$ cat src/rtl/voting_pkg.sv
// Shared types and helpers for the voting session controller and its arbiter.
package voting_pkg;

  localparam int CAND_W = 3;
  localparam logic [CAND_W-1:0] NO_VOTE = 3'b000;

  typedef enum logic [2:0] {
    IDLE,
    CLEAR,
    OPEN,
    DRAIN,
    RESULT
  } state_e;

  // Codes 1..max_cand are ballots; 0 and anything above max_cand are rejected.
  function automatic logic cand_valid(input logic [CAND_W-1:0] code,
                                      input logic [CAND_W-1:0] max_cand);
    return (code != NO_VOTE) && (code <= max_cand);
  endfunction

endpackage

$ cat src/rtl/rr_arbiter.sv
// Round-robin arbiter: one-hot grant, search starts one past the last granted requester.
module rr_arbiter #(
  parameter int N = 4
) (
  input  logic         clk,
  input  logic         rst,
  input  logic [N-1:0] req,
  input  logic         advance,
  output logic [N-1:0] grant,
  output logic         any
);

  localparam int PW = (N > 1) ? $clog2(N) : 1;

  logic [PW-1:0] ptr_q, ptr_d;

  function automatic int wrap(input int p, input int k);
    int s;
    s = p + k;
    return (s >= N) ? s - N : s;
  endfunction

  // NOTE: every output of a combinational block gets a default first, so no
  // path through the loop can leave it unassigned and infer a latch.
  always_comb begin
    grant = '0;
    any   = 1'b0;
    ptr_d = ptr_q;
    for (int k = 0; k < N; k++) begin
      if (!any && req[wrap(int'(ptr_q), k)]) begin
        grant[wrap(int'(ptr_q), k)] = 1'b1;
        any   = 1'b1;
        ptr_d = PW'(wrap(int'(ptr_q), k + 1));
      end
    end
    if (!(advance && any)) ptr_d = ptr_q;
  end

  // NOTE: sequential state uses non-blocking assignments so every flop
  // samples the pre-edge value regardless of statement order.
  always_ff @(posedge clk) begin
    if (rst) ptr_q <= '0;
    else     ptr_q <= ptr_d;
  end

endmodule

$ cat src/rtl/voting_session_ctrl.sv
// Voting session sequencer: clear/open/drain/result phases, booth arbitration,
// ballot validation and winner latch for the downstream tally.
module voting_session_ctrl
  import voting_pkg::*;
#(
  parameter int                NUM_BOOTHS     = 4,
  parameter logic [CAND_W-1:0] MAX_CAND       = 3'd5,
  parameter int                SESSION_CYCLES = 1000,
  parameter int                TALLY_LAT      = 2
) (
  input  logic                         clk,
  input  logic                         rst,
  input  logic                         start,
  input  logic                         stop,
  input  logic [NUM_BOOTHS-1:0]        booth_req,
  input  logic [CAND_W*NUM_BOOTHS-1:0] booth_cand,
  output logic [NUM_BOOTHS-1:0]        booth_ack,
  output logic [NUM_BOOTHS-1:0]        booth_nak,
  output logic                         vote_valid,
  output logic [CAND_W-1:0]            vote_cand,
  output logic                         tally_rst,
  input  logic [CAND_W-1:0]            winner_in,
  output logic                         result_valid,
  output logic [CAND_W-1:0]            result,
  output logic [15:0]                  votes_cast,
  output logic                         busy
);

  localparam int TW = $clog2(SESSION_CYCLES) + 1;
  localparam int DW = $clog2(TALLY_LAT) + 1;

  state_e                  state_q, state_d;
  logic [TW-1:0]           timer_q, timer_d;
  logic [DW-1:0]           drain_q, drain_d;
  logic [NUM_BOOTHS-1:0]   mask_q;
  logic [NUM_BOOTHS-1:0]   ack_q, ack_d, nak_q, nak_d;
  logic                    vv_q, vv_d;
  logic [CAND_W-1:0]       vc_q, vc_d;
  logic [15:0]             votes_q, votes_d;
  logic [CAND_W-1:0]       result_q, result_d;

  logic                    arb_en;
  logic [NUM_BOOTHS-1:0]   grant;
  logic                    any_grant;
  logic [CAND_W-1:0]       gnt_cand;
  logic                    gnt_ok;

  // ---------------- FSM: state register ----------------
  always_ff @(posedge clk) begin
    if (rst) state_q <= IDLE;
    else     state_q <= state_d;
  end

  // ---------------- FSM: next state ----------------
  always_comb begin
    state_d = state_q;
    unique case (state_q)
      IDLE:    if (start) state_d = CLEAR;
      CLEAR:   state_d = OPEN;
      OPEN:    if (stop || timer_q == '0) state_d = DRAIN;
      DRAIN:   if (drain_q == '0) state_d = RESULT;
      RESULT:  if (start) state_d = CLEAR;
      default: state_d = IDLE;
    endcase
  end

  // ---------------- FSM: outputs ----------------
  // Arbitration stops on the closing cycle so nothing is granted after the window.
  always_comb begin
    arb_en       = (state_q == OPEN) && !stop && (timer_q != '0);
    busy         = (state_q == CLEAR) || (state_q == OPEN) || (state_q == DRAIN);
    result_valid = (state_q == RESULT);
    tally_rst    = rst || (state_q == CLEAR);
  end

  rr_arbiter #(.N(NUM_BOOTHS)) u_arb (
    .clk     (clk),
    .rst     (rst),
    .req     (booth_req & ~mask_q & {NUM_BOOTHS{arb_en}}),
    .advance (arb_en),
    .grant   (grant),
    .any     (any_grant)
  );

  always_comb begin
    gnt_cand = NO_VOTE;
    for (int i = 0; i < NUM_BOOTHS; i++) begin
      if (grant[i]) gnt_cand = booth_cand[i*CAND_W +: CAND_W];
    end
    gnt_ok = any_grant && cand_valid(gnt_cand, MAX_CAND);
  end

  always_comb begin
    ack_d   = gnt_ok ? grant : '0;
    nak_d   = (any_grant && !gnt_ok) ? grant : '0;
    vv_d    = gnt_ok;
    vc_d    = gnt_ok ? gnt_cand : NO_VOTE;

    votes_d = votes_q;
    if (state_d == CLEAR)            votes_d = '0;
    else if (vv_d && votes_q != '1)  votes_d = votes_q + 16'd1;

    timer_d = timer_q;
    if (state_q == CLEAR)                      timer_d = TW'(SESSION_CYCLES - 1);
    else if (state_q == OPEN && timer_q != '0) timer_d = timer_q - TW'(1);

    drain_d = drain_q;
    if (state_q == OPEN && state_d == DRAIN)       drain_d = DW'(TALLY_LAT - 1);
    else if (state_q == DRAIN && drain_q != '0)    drain_d = drain_q - DW'(1);

    result_d = result_q;
    if (state_q == DRAIN && drain_q == '0) result_d = winner_in;
  end

  // NOTE: every register here, the mask and timers included, is reset so a
  // mid-session abort leaves no stale grant, count or timer behind.
  always_ff @(posedge clk) begin
    if (rst) begin
      timer_q  <= '0;
      drain_q  <= '0;
      mask_q   <= '0;
      ack_q    <= '0;
      nak_q    <= '0;
      vv_q     <= 1'b0;
      vc_q     <= NO_VOTE;
      votes_q  <= '0;
      result_q <= NO_VOTE;
    end else begin
      timer_q  <= timer_d;
      drain_q  <= drain_d;
      mask_q   <= grant;
      ack_q    <= ack_d;
      nak_q    <= nak_d;
      vv_q     <= vv_d;
      vc_q     <= vc_d;
      votes_q  <= votes_d;
      result_q <= result_d;
    end
  end

  assign booth_ack  = ack_q;
  assign booth_nak  = nak_q;
  assign vote_valid = vv_q;
  assign vote_cand  = vc_q;
  assign votes_cast = votes_q;
  assign result     = result_q;

endmodule

$ cat config.mk
export PLATFORM = sky130hd
export DESIGN_NAME = voting_session_ctrl
export DESIGN_NICKNAME = d
export VERILOG_FILES = /design/src/rtl/voting_pkg.sv /design/src/rtl/rr_arbiter.sv /design/src/rtl/voting_session_ctrl.sv
export SDC_FILE = /design/constraint.sdc
export NUM_CORES = 1
export LEC_CHECK = 0
export CAP_MARGIN = 40
export CORE_ASPECT_RATIO = 0.8
export CORE_MARGIN = 2
export CORE_UTILIZATION = 50
export DETAILED_ROUTE_END_ITERATION = 8
export DONT_BUFFER_PORTS = 1
export PLACE_DENSITY = 0.64
export SKIP_CTS_REPAIR_TIMING = 1
export SYNTH_ARGS = -nofsm -noshare
export SYNTH_HDL_FRONTEND = slang
export SYNTH_SLANG_ARGS = --single-unit
$ cat constraint.sdc
create_clock -name clk -period 8.1 [get_ports clk]
set_input_delay 0.81 -clock clk [delete_from_list [all_inputs] [get_ports clk]]
set_output_delay 0.81 -clock clk [all_outputs]
set_load 0.03 [all_outputs]
=== After elaboration in Yosys (flattened, before gate mapping) ===
Index checks and enable logic that the tools add are counted.
Widths: inputs -> output; s select.

* Input bits: 23
* Register bits after elaboration: 53

* Order comparisons: 14
* Bitwise logic cells: 8
* Reductions and logical operators: 43
* Equal/unequal tests: 7
* Muxes and demuxes: 49
* Add/subtract/negate cells: 12

{| class="wikitable"
|+ Operators with widths
! operator !! number
|-
| $ge 32x1->1 const B || 4
|-
| $lt 32x4->1 const B || 4
|-
| $mux 32 || 4
|-
| $ge 32x4->1 const B || 3
|-
| $sub 32x4->32 const B || 3
|-
| $mux 3 || 7
|-
| $mux 10 || 2
|-
| $logic_and 1x1->1 || 18
|-
| $mux 1 || 18
|-
| $add 16x1->16 const B || 1
|-
| $mux 4 || 4
|-
| $ne 16x16->1 const B || 1
|-
| $or 4x4->4 || 3
|-
| $pmux 3 s4 || 1
|-
| $reduce_or 2->1 || 6
|-
| $logic_not 11->1 || 1
|-
| $reduce_bool 11->1 || 1
|-
| $sub 11x1->11 const B || 1
|-
| $mux 2 || 5
|-
| $eq 3x2->1 const B || 3
|-
| $and 4x4->4 || 2
|-
| $bmux 1 s2 || 4
|-
| $demux 1 s2 || 4
|-
| $add 2x2->3 const B || 2
|-
| 19 further kinds || 31
|}

=== Logic depth before layout (Yosys ltp) ===
Gate-level depths: netlist (run 1).

* Word-level depth: 28
* Mapped depth: 17

=== Modules after synthesis ===
A second synthesis (run 1) with hierarchy kept.

* Cells, all modules: 319
* Area, all modules: 2932.8 um2

{| class="wikitable"
|+ Modules (own cells, without submodules)
! module !! cells each !! instances !! area each (um2) !! sequential area each (um2)
|-
| voting_session_ctrl || 270 || 1 || 2473.6 || 1021.0
|-
| rr_arbiter || 49 || 1 || 459.2 || 40.0
|}

=== Worst setup path before layout (run 1) ===
OpenSTA, ideal clock, no wires.

* Kind: in2reg
* Start: in booth_req[1]
* End: reg votes_q[0], in the netlist votes_cast[0]
* Data arrival time: 3.312 ns
* Setup slack: 4.660 ns
* Cell stages on the path: 14
* Setup time: 0.128 ns
* Path buffers: 3
* Required time: 7.972 ns
* Path through: nor2b_4 > buf_6 > mux4_2 > nand2_1 > o211ai_2 > o31ai_4 > o32ai_1 > a211o_2 > a22o_4 > o211ai_4 > buf_6 > buf_6 > xor2_1 > nor2_1

* Word-level cells in the longest chain between the ends: 23

{| class="wikitable"
|+ RTL lines
! element !! RTL line !! source
|-
| start, declared || voting_session_ctrl.sv:15 || <nowiki>input logic [NUM_BOOTHS-1:0] booth_req,</nowiki>
|-
| $and 4x4->4 (*) (2 in series) || voting_session_ctrl.sv:79 || <nowiki>.req (booth_req & ~mask_q & {NUM_BOOTHS{arb_en}}),</nowiki>
|-
| $bmux 1 s2 || rr_arbiter.sv:30 || <nowiki>if (!any && req[wrap(int'(ptr_q), k)]) begin</nowiki>
|-
| $mux 1 (not written as such) (2 in series) || rr_arbiter.sv:30 ||
|-
| $mux 1 || rr_arbiter.sv:30 ||
|-
| $logic_not 1->1 || rr_arbiter.sv:30 ||
|-
| $logic_and 1x1->1 || rr_arbiter.sv:30 ||
|-
| $mux 1 || rr_arbiter.sv:30 ||
|-
| $logic_not 1->1 || rr_arbiter.sv:30 ||
|-
| (+2 left out) || n/a ||
|-
| $logic_not 1->1 || rr_arbiter.sv:30 ||
|-
| $logic_and 1x1->1 || rr_arbiter.sv:30 ||
|-
| $mux 4 || rr_arbiter.sv:30 ||
|-
| $mux 3 (4 in series) || voting_session_ctrl.sv:88 || <nowiki>if (grant[i]) gnt_cand = booth_cand[i*CAND_W +: CAND_W];</nowiki>
|-
| $le 3x3->1 / $reduce_bool 3->1 (equally long branches) || voting_pkg.sv:18 || <nowiki>return (code != NO_VOTE) && (code <= max_cand);</nowiki>
|-
| $logic_and 1x1->1 || voting_pkg.sv:18 ||
|-
| $logic_and 1x1->1 (*) || voting_session_ctrl.sv:90 || <nowiki>gnt_ok = any_grant && cand_valid(gnt_cand, MAX_CAND);</nowiki>
|-
| $logic_and 1x1->1 (*) || voting_session_ctrl.sv:101 || <nowiki>else if (vv_d && votes_q != '1) votes_d = votes_q + 16'd1;</nowiki>
|-
| end signal, assigned || voting_session_ctrl.sv:136 || <nowiki>votes_q <= votes_d;</nowiki>
|-
| end, declared || voting_session_ctrl.sv:39 || <nowiki>logic [15:0] votes_q, votes_d;</nowiki>
|}

Every way passes the cells marked *; elsewhere a longest branch is shown, timed or not. The select of a mux whose other input is x is not followed.
A chain may end at the register's enable or synchronous reset.

=== Final worst setup path (run 1) ===
* Start: reg u_arb.ptr_q[0]
* End: reg votes_q[13], in the netlist votes_cast[13]

* Word-level cells in the longest chain between the ends: 23

{| class="wikitable"
|+ RTL lines
! element !! RTL line !! source
|-
| start, declared || rr_arbiter.sv:15 || <nowiki>logic [PW-1:0] ptr_q, ptr_d;</nowiki>
|-
| start signal, assigned || rr_arbiter.sv:43 || <nowiki>else ptr_q <= ptr_d;</nowiki>
|-
| branches (longest 21 deep; another with $sub 32x4->32) || n/a ||
|-
| $logic_and 1x1->1 (*) || voting_session_ctrl.sv:90 ||
|-
| $logic_and 1x1->1 (*) || voting_session_ctrl.sv:101 ||
|}

Every way passes the cells marked *. The select of a mux whose other input is x is not followed.

==> results of run 1 <==
[routing by layer]
metal	up-vias	GRT usage [%]	routed length, um
met5	-	0	0
met4	0	4.975	56
met3	6	4.892	514
met2	89	29.74	2500
met1	1126	29.82	3102
li1	1262	-	-
[worst reg2reg max path, cell delays in order (launching register included)]
cell,delay [ns]
dfxtp_1,0.71
inv_2,0.15
ha_1,0.55
nand2_1,0.11
nor4_1,0.29
o21ai_1,0.15
o221ai_1,0.28
or2_1,0.22
o21ai_1,0.12
a211o_1,0.36
nand4_2,0.15
o211ai_4,0.25
or4_1,0.57
a21oi_1,0.15
[state kept, by name (all words and copies together) (netlist names)]
name         count
drain_q          2
mask_q           4
result           3
votes_cast      16
vote_cand        3
state_q          3
u_arb.ptr_q      2
vote_valid       1
booth_nak        4
booth_ack        4
timer_q         11
[power groups by stage]
stage	clock network, W	registers (W)	logic, W
floorplan	0	0.000289	0.0000883
global placement	0	0.000292	0.0000994
detailed placement	0	0.000292	0.000101
CTS	0.000164	0.000286	0.000102
global route	0.000172	0.000289	0.000117
finish	0.000157	0.000286	0.000102
[worst min path at each step]
| stage | startpoint | end | slack, ns |
|---|---|---|---|
| 2_1_floorplan | timer_q[10] | timer_q[10] | 0.48 |
| 3_3_place_gp | drain_q[1] | drain_q[1] | 0.49 |
| 3_5_place_dp | drain_q[1] | drain_q[1] | 0.50 |
| 4_1_cts | drain_q[1] | drain_q[1] | 0.51 |
| 5_1_grt | drain_q[1] | drain_q[1] | 0.53 |
| 6_report | drain_q[1] | drain_q[1] | 0.51 |
[layout make-up]
cell class | count | area share (%)
multi-input combinational | 269 | 57.05
sequential | 53 | 34.75
tap | 78 | 3.197
clock buffer | 6 | 2.705
inverter | 13 | 1.598
clock inverter | 2 | 0.4508
timing repair buffer | 1 | 0.2459
[kinds of logic after synthesis]
family          share of synthesized area, %
buf+inv                                4.314
fa+ha+maj                              4.272
simple gates                           27.55
flops                                  36.22
xor+xnor                               3.887
compound gates                         19.74
mux                                    4.015
[per-stage QoR]
step | cells | power, W | cell area (um2) | util, % | setup slack [ns]
floorplan | 348 | 0.0003769 | 2929 | - | 4.660
finish | 422 | 0.0005459 | 3053 | 54.96 | 3.993
detailed placement | 414 | 0.0003933 | 2957 | 53.22 | 4.037
CTS | 422 | 0.0005524 | 3053 | 54.96 | 4.028
global placement | 413 | 0.0003916 | 2949 | 53.09 | 4.145
global route | 422 | 0.0005774 | 3053 | 54.96 | 3.522
[Yosys cell counts, drive strengths merged, types with 3 or more instances]
cell type  number
a211oi          3
a21oi          34
a22o            4
and3            9
and4            3
buf             8
clkbuf          5
dfxtp          53
ha             10
inv            13
mux2i           5
mux4            3
nand2          26
nand2b          8
nand3          15
nand4           3
nor2           38
nor2b           4
nor3           14
nor4            8
o211ai          4
o21ai          19
o31ai           3
or2             3
or3            14
or4             3
xnor2           9
xor2            4
==> impl_metrics.env, run 1 <==
export IMPL_outcome="complete, no violations"
export IMPL_worstReg2RegStart="u_arb.ptr_q[0]"
export IMPL_crit_chain="inv_2, ha_1, nand2_1, nor4_1, o21ai_1, o221ai_1, or2_1, o21ai_1, a211o_1, nand4_2, o211ai_4, or4_1, a21oi_1"
export IMPL_cap_violations=0
export IMPL_finalSetupViolations=0
export IMPL_num_rows=24
export IMPL_die_h_um=72.46
export IMPL_power_density_nw_per_um2=178.8
export IMPL_clockPowerShare_pct=28.8
export IMPL_n_fill_cell=513
export IMPL_grt_max_degree=32
export IMPL_max_slew_margin_rel_pct=55.22
export IMPL_synth_edf_count=0
export IMPL_final_common_cell="dfxtp_1"
export IMPL_netlist_area_leader_share_pct=36.22
export IMPL_ys_seq_elements=53
export IMPL_synthTopCellsByArea="dfxtp_1 (36%), a21oi_1 (5.8%), nor2_1 (4.9%)"
export IMPL_synth_area_um2=2929
export IMPL_grt_antenna_before_repair=0
export IMPL_max_freq_mhz=243.5
export IMPL_worst_path_max_delay_cell="dfxtp_1"
export IMPL_syn_nets=381
export IMPL_synth_warnings=0
export IMPL_cts_root_buf="clkbuf_8"
export IMPL_critical_path_max_fanout=31
export IMPL_hold_class="flip-flop to flip-flop"
export IMPL_vias=2483
export IMPL_critical_path_arrival_ns=4.35
export IMPL_gr_total_overflow=0
export IMPL_holdPathStages=2
export IMPL_routedWlPerCell_um=14.63
export IMPL_grt_pass1_vias=2272
export IMPL_cts_htree_levels=2
export IMPL_end_kind="flip-flop"
export IMPL_antenna_left=0
export IMPL_final_hold_violation_count=0
export IMPL_dieWidth_um=89.57
export IMPL_dieArea_um2=6490
export IMPL_rsz0062_at_grt="false"
export IMPL_drc=0
export IMPL_cts_inserted_buffers=5
export IMPL_r2r_slack_ns=3.99
export IMPL_clock_latency_ns=0.31
export IMPL_finalWirelength_mm=6.174
export IMPL_ys_async_sr_fraction_pct=0
export IMPL_power_share_sequential_pct=52.4
export IMPL_yosysUniqueCellTypes=59
export IMPL_crit_type="flip-flop to flip-flop"
export IMPL_start_util_pct=52.73
export IMPL_reg2reg_depth=13
export IMPL_slowest_delay_ns=0.71
export IMPL_vias_per_cell=5.884
export IMPL_drv_slew=0
export IMPL_ir_worst_vdd_mv=0.1151
export IMPL_synth_largest_area_cell="dfxtp_1"
export IMPL_ioPinCount=57
export IMPL_gp_congestion=0.8472
export IMPL_worstSetupStartpoint="u_arb.ptr_q[0]"
export IMPL_cts_clk_slew_worst_paths_ns=0.10
export IMPL_cellInternalPower_w=0.0003826
export IMPL_power_share_combinational_pct=18.8
export IMPL_clock_skew_ns=0.009344
export IMPL_portBuffers=0
export IMPL_p_switching_w=0.0001633
export IMPL_multi_input_area_um2=1742
export IMPL_startpoint_type="flip-flop"
export IMPL_cts_tree="yes"
export IMPL_synth_seq_area_share_pct=36.22
export IMPL_coreArea_um2=5555
export IMPL_cpLargestDelayFamily="simple AND/OR/NAND/NOR gates"
export IMPL_period_minus_slack_ns=4.107
export IMPL_path_common_cell="o21ai_1"
export IMPL_synthFlopType="dfxtp_1"
export IMPL_critical_path_required_ns=8.34
export IMPL_seq_area_um2=1061
export IMPL_tightest_slew_ns=0.6684
export IMPL_grt_pass1_wl_mm=10.39
export IMPL_place_hpwl_mm=4.608
export IMPL_whs_ns=0.5063
export IMPL_syn_inst=348
export IMPL_dr_pass1_iters=4
export IMPL_cp_depth=13
export IMPL_crit_buf_inv=1
export IMPL_cts_sinks=53
export IMPL_swShare_pct=29.91
export IMPL_clock_path_buffers=2
export IMPL_synthToLayoutAreaGrowth_pct=4.229
export IMPL_final_cell_mix="dfxtp_1 (53), nor2_1 (38), a21oi_1 (34)"
export IMPL_globalRouteTotalUtil_pct=20.26
export IMPL_layout_drive_gt1_share_pct=8.430
export IMPL_r2r_end="votes_cast[13]"
export IMPL_fin_crit_sh_pct=50.71
export IMPL_drt_iter0_drc=213
export IMPL_worstSetupEndpoint="votes_cast[13]"
export IMPL_avgSynthCellArea_um2=8.417
export IMPL_power_leakage_nw=1.070
export IMPL_fin_nets=376
export IMPL_diodes=0
export IMPL_setup_tns_ns=0
(Power assumes the default switching activity.)
==> run 2: changes to the inputs <==
==> constraint.sdc (replaced) <==
create_clock -name clk -period 3.95 [get_ports clk]
set_input_delay 0.395 -clock clk [delete_from_list [all_inputs] [get_ports clk]]
set_output_delay 0.395 -clock clk [all_outputs]
set_load 0.03 [all_outputs]
==> run 2 against run 1 <==
Compared with the run above:
- combinational power increased by 110%
- sequential share of layout area shrank 0.39 points
- total power up 110%
- highest routed layer unchanged
- clock power up 110%
- core utilization increased by 0.63 points
- largest power group unchanged
==> impl_metrics.env, run 2 (same netlist as run 1, synthesis figures left out) <==
export IMPL_outcome="complete, no violations"
export IMPL_fin_cells=426
export IMPL_cellInternalPower_w=0.0007871
export IMPL_power_density_nw_per_um2=365.4
export IMPL_clockPowerShare_pct=28.9
export IMPL_vias_per_cell=5.833
export IMPL_finalWirelength_mm=6.402
export IMPL_dp_cells=417
export IMPL_place_hpwl_mm=4.689
export IMPL_finalSetupViolations=0
export IMPL_period_minus_slack_ns=3.545
export IMPL_final_hold_violation_count=0
export IMPL_gp_congestion=0.9027
export IMPL_ioPinCount=57
export IMPL_cts_sinks=53
export IMPL_startpoint_type="flip-flop"
export IMPL_antenna_left=0
export IMPL_multi_input_area_um2=1754
export IMPL_layout_drive_gt1_share_pct=9.483
export IMPL_drt_iter0_drc=144
export IMPL_clock_latency_ns=0.31
export IMPL_final_common_cell="dfxtp_1"
export IMPL_grt_pass1_vias=2237
export IMPL_swShare_pct=30.24
export IMPL_tightest_slew_ns=0.5948
export IMPL_cap_violations=0
export IMPL_gr_total_overflow=0
export IMPL_critical_path_max_fanout=15
export IMPL_start_util_pct=52.73
export IMPL_dp_slack_ns=0.3729
export IMPL_fin_nets=380
export IMPL_fin_crit_sh_pct=89.74
export IMPL_num_rows=24
export IMPL_clock_skew_ns=0.009876
export IMPL_diodes=0
export IMPL_end_kind="flip-flop"
export IMPL_slowest_delay_ns=0.42
export IMPL_n_fill_cell=514
export IMPL_path_common_cell="a21oi_1"
export IMPL_seq_area_um2=1061
export IMPL_drc=0
export IMPL_portBuffers=0
export IMPL_largest_register_ffs=16
export IMPL_dieArea_um2=6490
export IMPL_power_share_combinational_pct=19.3
export IMPL_whs_ns=0.1419
export IMPL_ir_worst_vdd_mv=0.2458
export IMPL_coreArea_um2=5555
export IMPL_grt_max_degree=32
export IMPL_p_switching_w=0.0003411
export IMPL_power_leakage_nw=1.086
export IMPL_setup_ws_ns=0.4052
export IMPL_grt_pass1_wl_mm=10.45
export IMPL_clock_path_buffers=2
export IMPL_cts_root_buf="clkbuf_8"
export IMPL_grt_antenna_before_repair=0
export IMPL_dieWidth_um=89.57
export IMPL_dr_pass1_iters=4
export IMPL_synthToLayoutAreaGrowth_pct=5.425
export IMPL_power_share_sequential_pct=51.7
export IMPL_max_freq_mhz=282.1
export IMPL_routedWlPerCell_um=15.03
export IMPL_cts_inserted_buffers=5
export IMPL_globalRouteTotalUtil_pct=20.32
export IMPL_die_h_um=72.46
export IMPL_worst_path_max_delay_cell="ha_1"
export IMPL_vias=2485
export IMPL_rsz0062_at_grt="false"
export IMPL_critical_path_arrival_ns=3.76
export IMPL_cts_tree="yes"
export IMPL_hold_class="input port to flip-flop"
export IMPL_setup_tns_ns=0
export IMPL_final_cell_mix="dfxtp_1 (53), nor2_1 (38), a21oi_1 (34)"
export IMPL_cts_htree_levels=2
export IMPL_critical_path_required_ns=4.17
export IMPL_cts_clk_slew_worst_paths_ns=0.10
export IMPL_max_slew_margin_rel_pct=60.13
export IMPL_crit_chain="inv_2, ha_1, buf_4, nor3_1, o21ai_0, a21oi_1, a21oi_1, a21oi_1, nand2_1, nand4_2, o211ai_2, o31a_1, o21a_1"
export IMPL_drv_slew=0
export IMPL_crit_type="flip-flop to flip-flop"
==> run 2: changes by cell type in the layout (fill, tap and decap cells not counted) <==
cell / change
o211ai_2: +1
buf_4: +3
==> run 2: metal layers <==
layer  share of wire [%]  vias up  global-route usage [%]
met4                 1.2        0                   5.307
met3                 8.1       11                   5.916
li1                    -     1269                       -
met5                   0        -                       0
met2                  40       95                   28.68
met1                  50     1110                   30.13
==> run 2: power by group through the flow <==
stage / Clock (W) / Sequential, W / Combinational [W]
6_report: 0.000326 / 0.000584 / 0.000218
3_3_place_gp: 0 / 0.000595 / 0.000213
5_1_grt: 0.000350 / 0.000587 / 0.000247
2_1_floorplan: 0 / 0.000592 / 0.000181
3_5_place_dp: 0 / 0.000595 / 0.000214
4_1_cts: 0.000333 / 0.000583 / 0.000216
==> run 2: path summary, 6_finish.rpt <==
kind | slack, ns | startpoint | cells after the start | end
setup / recovery | 0.41 | u_arb.ptr_q[0] | 13 | votes_cast[15]
hold / removal | 0.14 | rst | 1 | timer_q[8]
setup reg to reg | 0.41 | u_arb.ptr_q[0] | 13 | votes_cast[15]
hold reg to reg | 0.51 | drain_q[1] | 2 | drain_q[1]
==> run 2: per-stage QoR <==
stage               instance area (um2)  power (W)  util [%]
floorplan                          2929  0.0007730         -
global placement                   2979  0.0008085     53.63
detailed placement                 2979  0.0008095     53.63
CTS                                3075   0.001132     55.36
global route                       3088   0.001184     55.59
finish                             3088   0.001128     55.59
==> run 2: layout make-up <==
type / count / share of cell area, %
repair buffers: 4 / 0.9724
clock buffers: 6 / 2.674
flip-flops and latches: 53 / 34.36
multi-input cells: 270 / 56.81
clock inverters: 2 / 0.4457
inverters: 13 / 1.580
well taps: 78 / 3.160
==> run 2: critical path, delay by kind of cell, from the launching register on <==
family / cells / cell delay [ns]
compound gates: 7 / 1.66
simple gates: 3 / 0.74
fa+ha+maj: 1 / 0.42
flops: 1 / 0.37
buf+inv: 2 / 0.28
==> run 3: changes to the inputs <==
--- a/config.mk
+++ b/config.mk
@@ -11,7 +11,7 @@
 export CORE_UTILIZATION = 50
 export DETAILED_ROUTE_END_ITERATION = 8
 export DONT_BUFFER_PORTS = 1
-export PLACE_DENSITY = 0.64
+export PLACE_DENSITY = 0.65
 export SKIP_CTS_REPAIR_TIMING = 1
 export SYNTH_ARGS = -nofsm -noshare
 export SYNTH_HDL_FRONTEND = slang
==> run 3 against run 2 <==
Compared with the run above:
- sequential share of layout area grew 0.17 points
- via count shrank 0.89%
- combinational power is essentially flat
- total power shrank 2.6%
- worst setup slack lost 0.077 ns
- critical endpoint is now votes_cast[0]
==> impl_metrics.env, run 3 (same netlist as run 1, synthesis figures left out) <==
export IMPL_final_cell_mix="dfxtp_1 (53), nor2_1 (38), a21oi_1 (34)"
export IMPL_cts_clk_slew_worst_paths_ns=0.10
export IMPL_layout_drive_gt1_share_pct=9.483
export IMPL_gr_total_overflow=0
export IMPL_final_common_cell="dfxtp_1"
export IMPL_startpoint_type="flip-flop"
export IMPL_vias=2463
export IMPL_cts_htree_levels=2
export IMPL_coreArea_um2=5555
export IMPL_ir_worst_vdd_mv=0.2007
export IMPL_outcome="complete, no violations"
export IMPL_critical_path_arrival_ns=3.81
export IMPL_dp_cells=418
export IMPL_dieArea_um2=6490
export IMPL_use_met3_pct=6.485
export IMPL_max_slew_margin_rel_pct=59.37
export IMPL_finalSetupViolations=0
export IMPL_cts_sinks=53
export IMPL_critical_path_required_ns=4.14
export IMPL_drv_slew=0
export IMPL_crit_type="flip-flop to flip-flop"
export IMPL_synthToLayoutAreaGrowth_pct=4.913
export IMPL_vias_per_cell=5.782
export IMPL_dieWidth_um=89.57
export IMPL_rsz0062_at_grt="false"
export IMPL_postPlaceCellArea_um2=2987
export IMPL_clock_skew_ns=0.007745
export IMPL_finalWirelength_mm=6.430
export IMPL_num_rows=24
export IMPL_tightest_slew_ns=0.6061
export IMPL_ioPinCount=57
export IMPL_setup_tns_ns=0
export IMPL_largest_register_ffs=16
export IMPL_die_h_um=72.46
export IMPL_start_util_pct=52.73
export IMPL_end_kind="flip-flop"
export IMPL_critical_path_max_fanout=22
export IMPL_cts_tree="yes"
export IMPL_whs_ns=0.1511
export IMPL_grt_max_degree=27
export IMPL_drc=0
export IMPL_power_density_nw_per_um2=357.8
export IMPL_final_hold_violation_count=0
export IMPL_fin_nets=380
export IMPL_grt_busiest_layer="met1"
export IMPL_grt_antenna_before_repair=0
export IMPL_gp_congestion=0.9186
export IMPL_antenna_left=0
export IMPL_cts_inserted_buffers=5
export IMPL_clock_latency_ns=0.30
export IMPL_max_freq_mhz=276.1
export IMPL_cts_root_buf="clkbuf_8"
export IMPL_drt_iter0_drc=181
export IMPL_portBuffers=0
export IMPL_routedWlPerCell_um=15.09
export IMPL_diodes=0
export IMPL_stdcell_area_um2=3073
export IMPL_fin_crit_sh_pct=91.68
export IMPL_globalRouteTotalUtil_pct=20.88
export IMPL_grt_pass1_vias=2223
export IMPL_dr_pass1_iters=4
export IMPL_cap_violations=0
export IMPL_finalPower_w=0.001099
export IMPL_met2_usage_pct=30.15
export IMPL_power_leakage_nw=1.083
export IMPL_place_hpwl_mm=4.843
export IMPL_grt_pass1_wl_mm=10.66
export IMPL_period_minus_slack_ns=3.621
export IMPL_fin_cells=426
export IMPL_clock_path_buffers=2
export IMPL_grtUsageMet1_pct=30.66
export IMPL_hold_class="input port to flip-flop"
run 3: critical path: stages (launching register included):
cell	delay (ns)
dfxtp_1	0.38
inv_2	0.09
ha_1	0.44
nand2b_1	0.15
nor4_1	0.04
o21ai_1	0.28
o221ai_1	0.20
or2_1	0.31
o32ai_1	0.30
a211o_1	0.22
nand4_2	0.17
o211ai_4	0.46
buf_4	0.25
xor2_1	0.15
nor2_1	0.05
run 3: worst paths after layout:
check,start,endpoint,slack (ns),cells past startpoint
setup / recovery,u_arb.ptr_q[0],votes_cast[0],0.33,14
hold reg to reg,drain_q[1],drain_q[1],0.51,2
hold / removal,rst,timer_q[7],0.15,1
setup reg to reg,u_arb.ptr_q[0],votes_cast[0],0.33,14
run 3: power by group:
group	switching [W]	leakage, nW	internal (W)
Clock	0.000174	0.0439	0.000123
Sequential	0.0000245	0.429	0.000559
Combinational	0.000134	0.610	0.0000851
run 3: final cells by class:
type,instances,area [um2]
sequential,53,1061
tap,78,97.59
timing repair buffer,5,37.54
multi-input combinational,269,1742
fill,527,2482
clock buffer,5,68.82
clock inverter,3,17.52
inverter,13,48.80
run 3: stage by stage:
stage / util, % / setup slack [ns]
after floorplan: - / 0.6387
after global placement: 53.63 / 0.4741
after detailed placement: 53.76 / 0.3877
after CTS: 55.32 / 0.3763
after global routing: 55.32 / 0.03269
final: 55.32 / 0.3286
run 3: layer usage:
metal,vias to the layer above,share of wire [%]
li1,1257,-
met1,1111,49
met2,90,41
met3,5,8.9
met4,0,0.67
met5,-,0
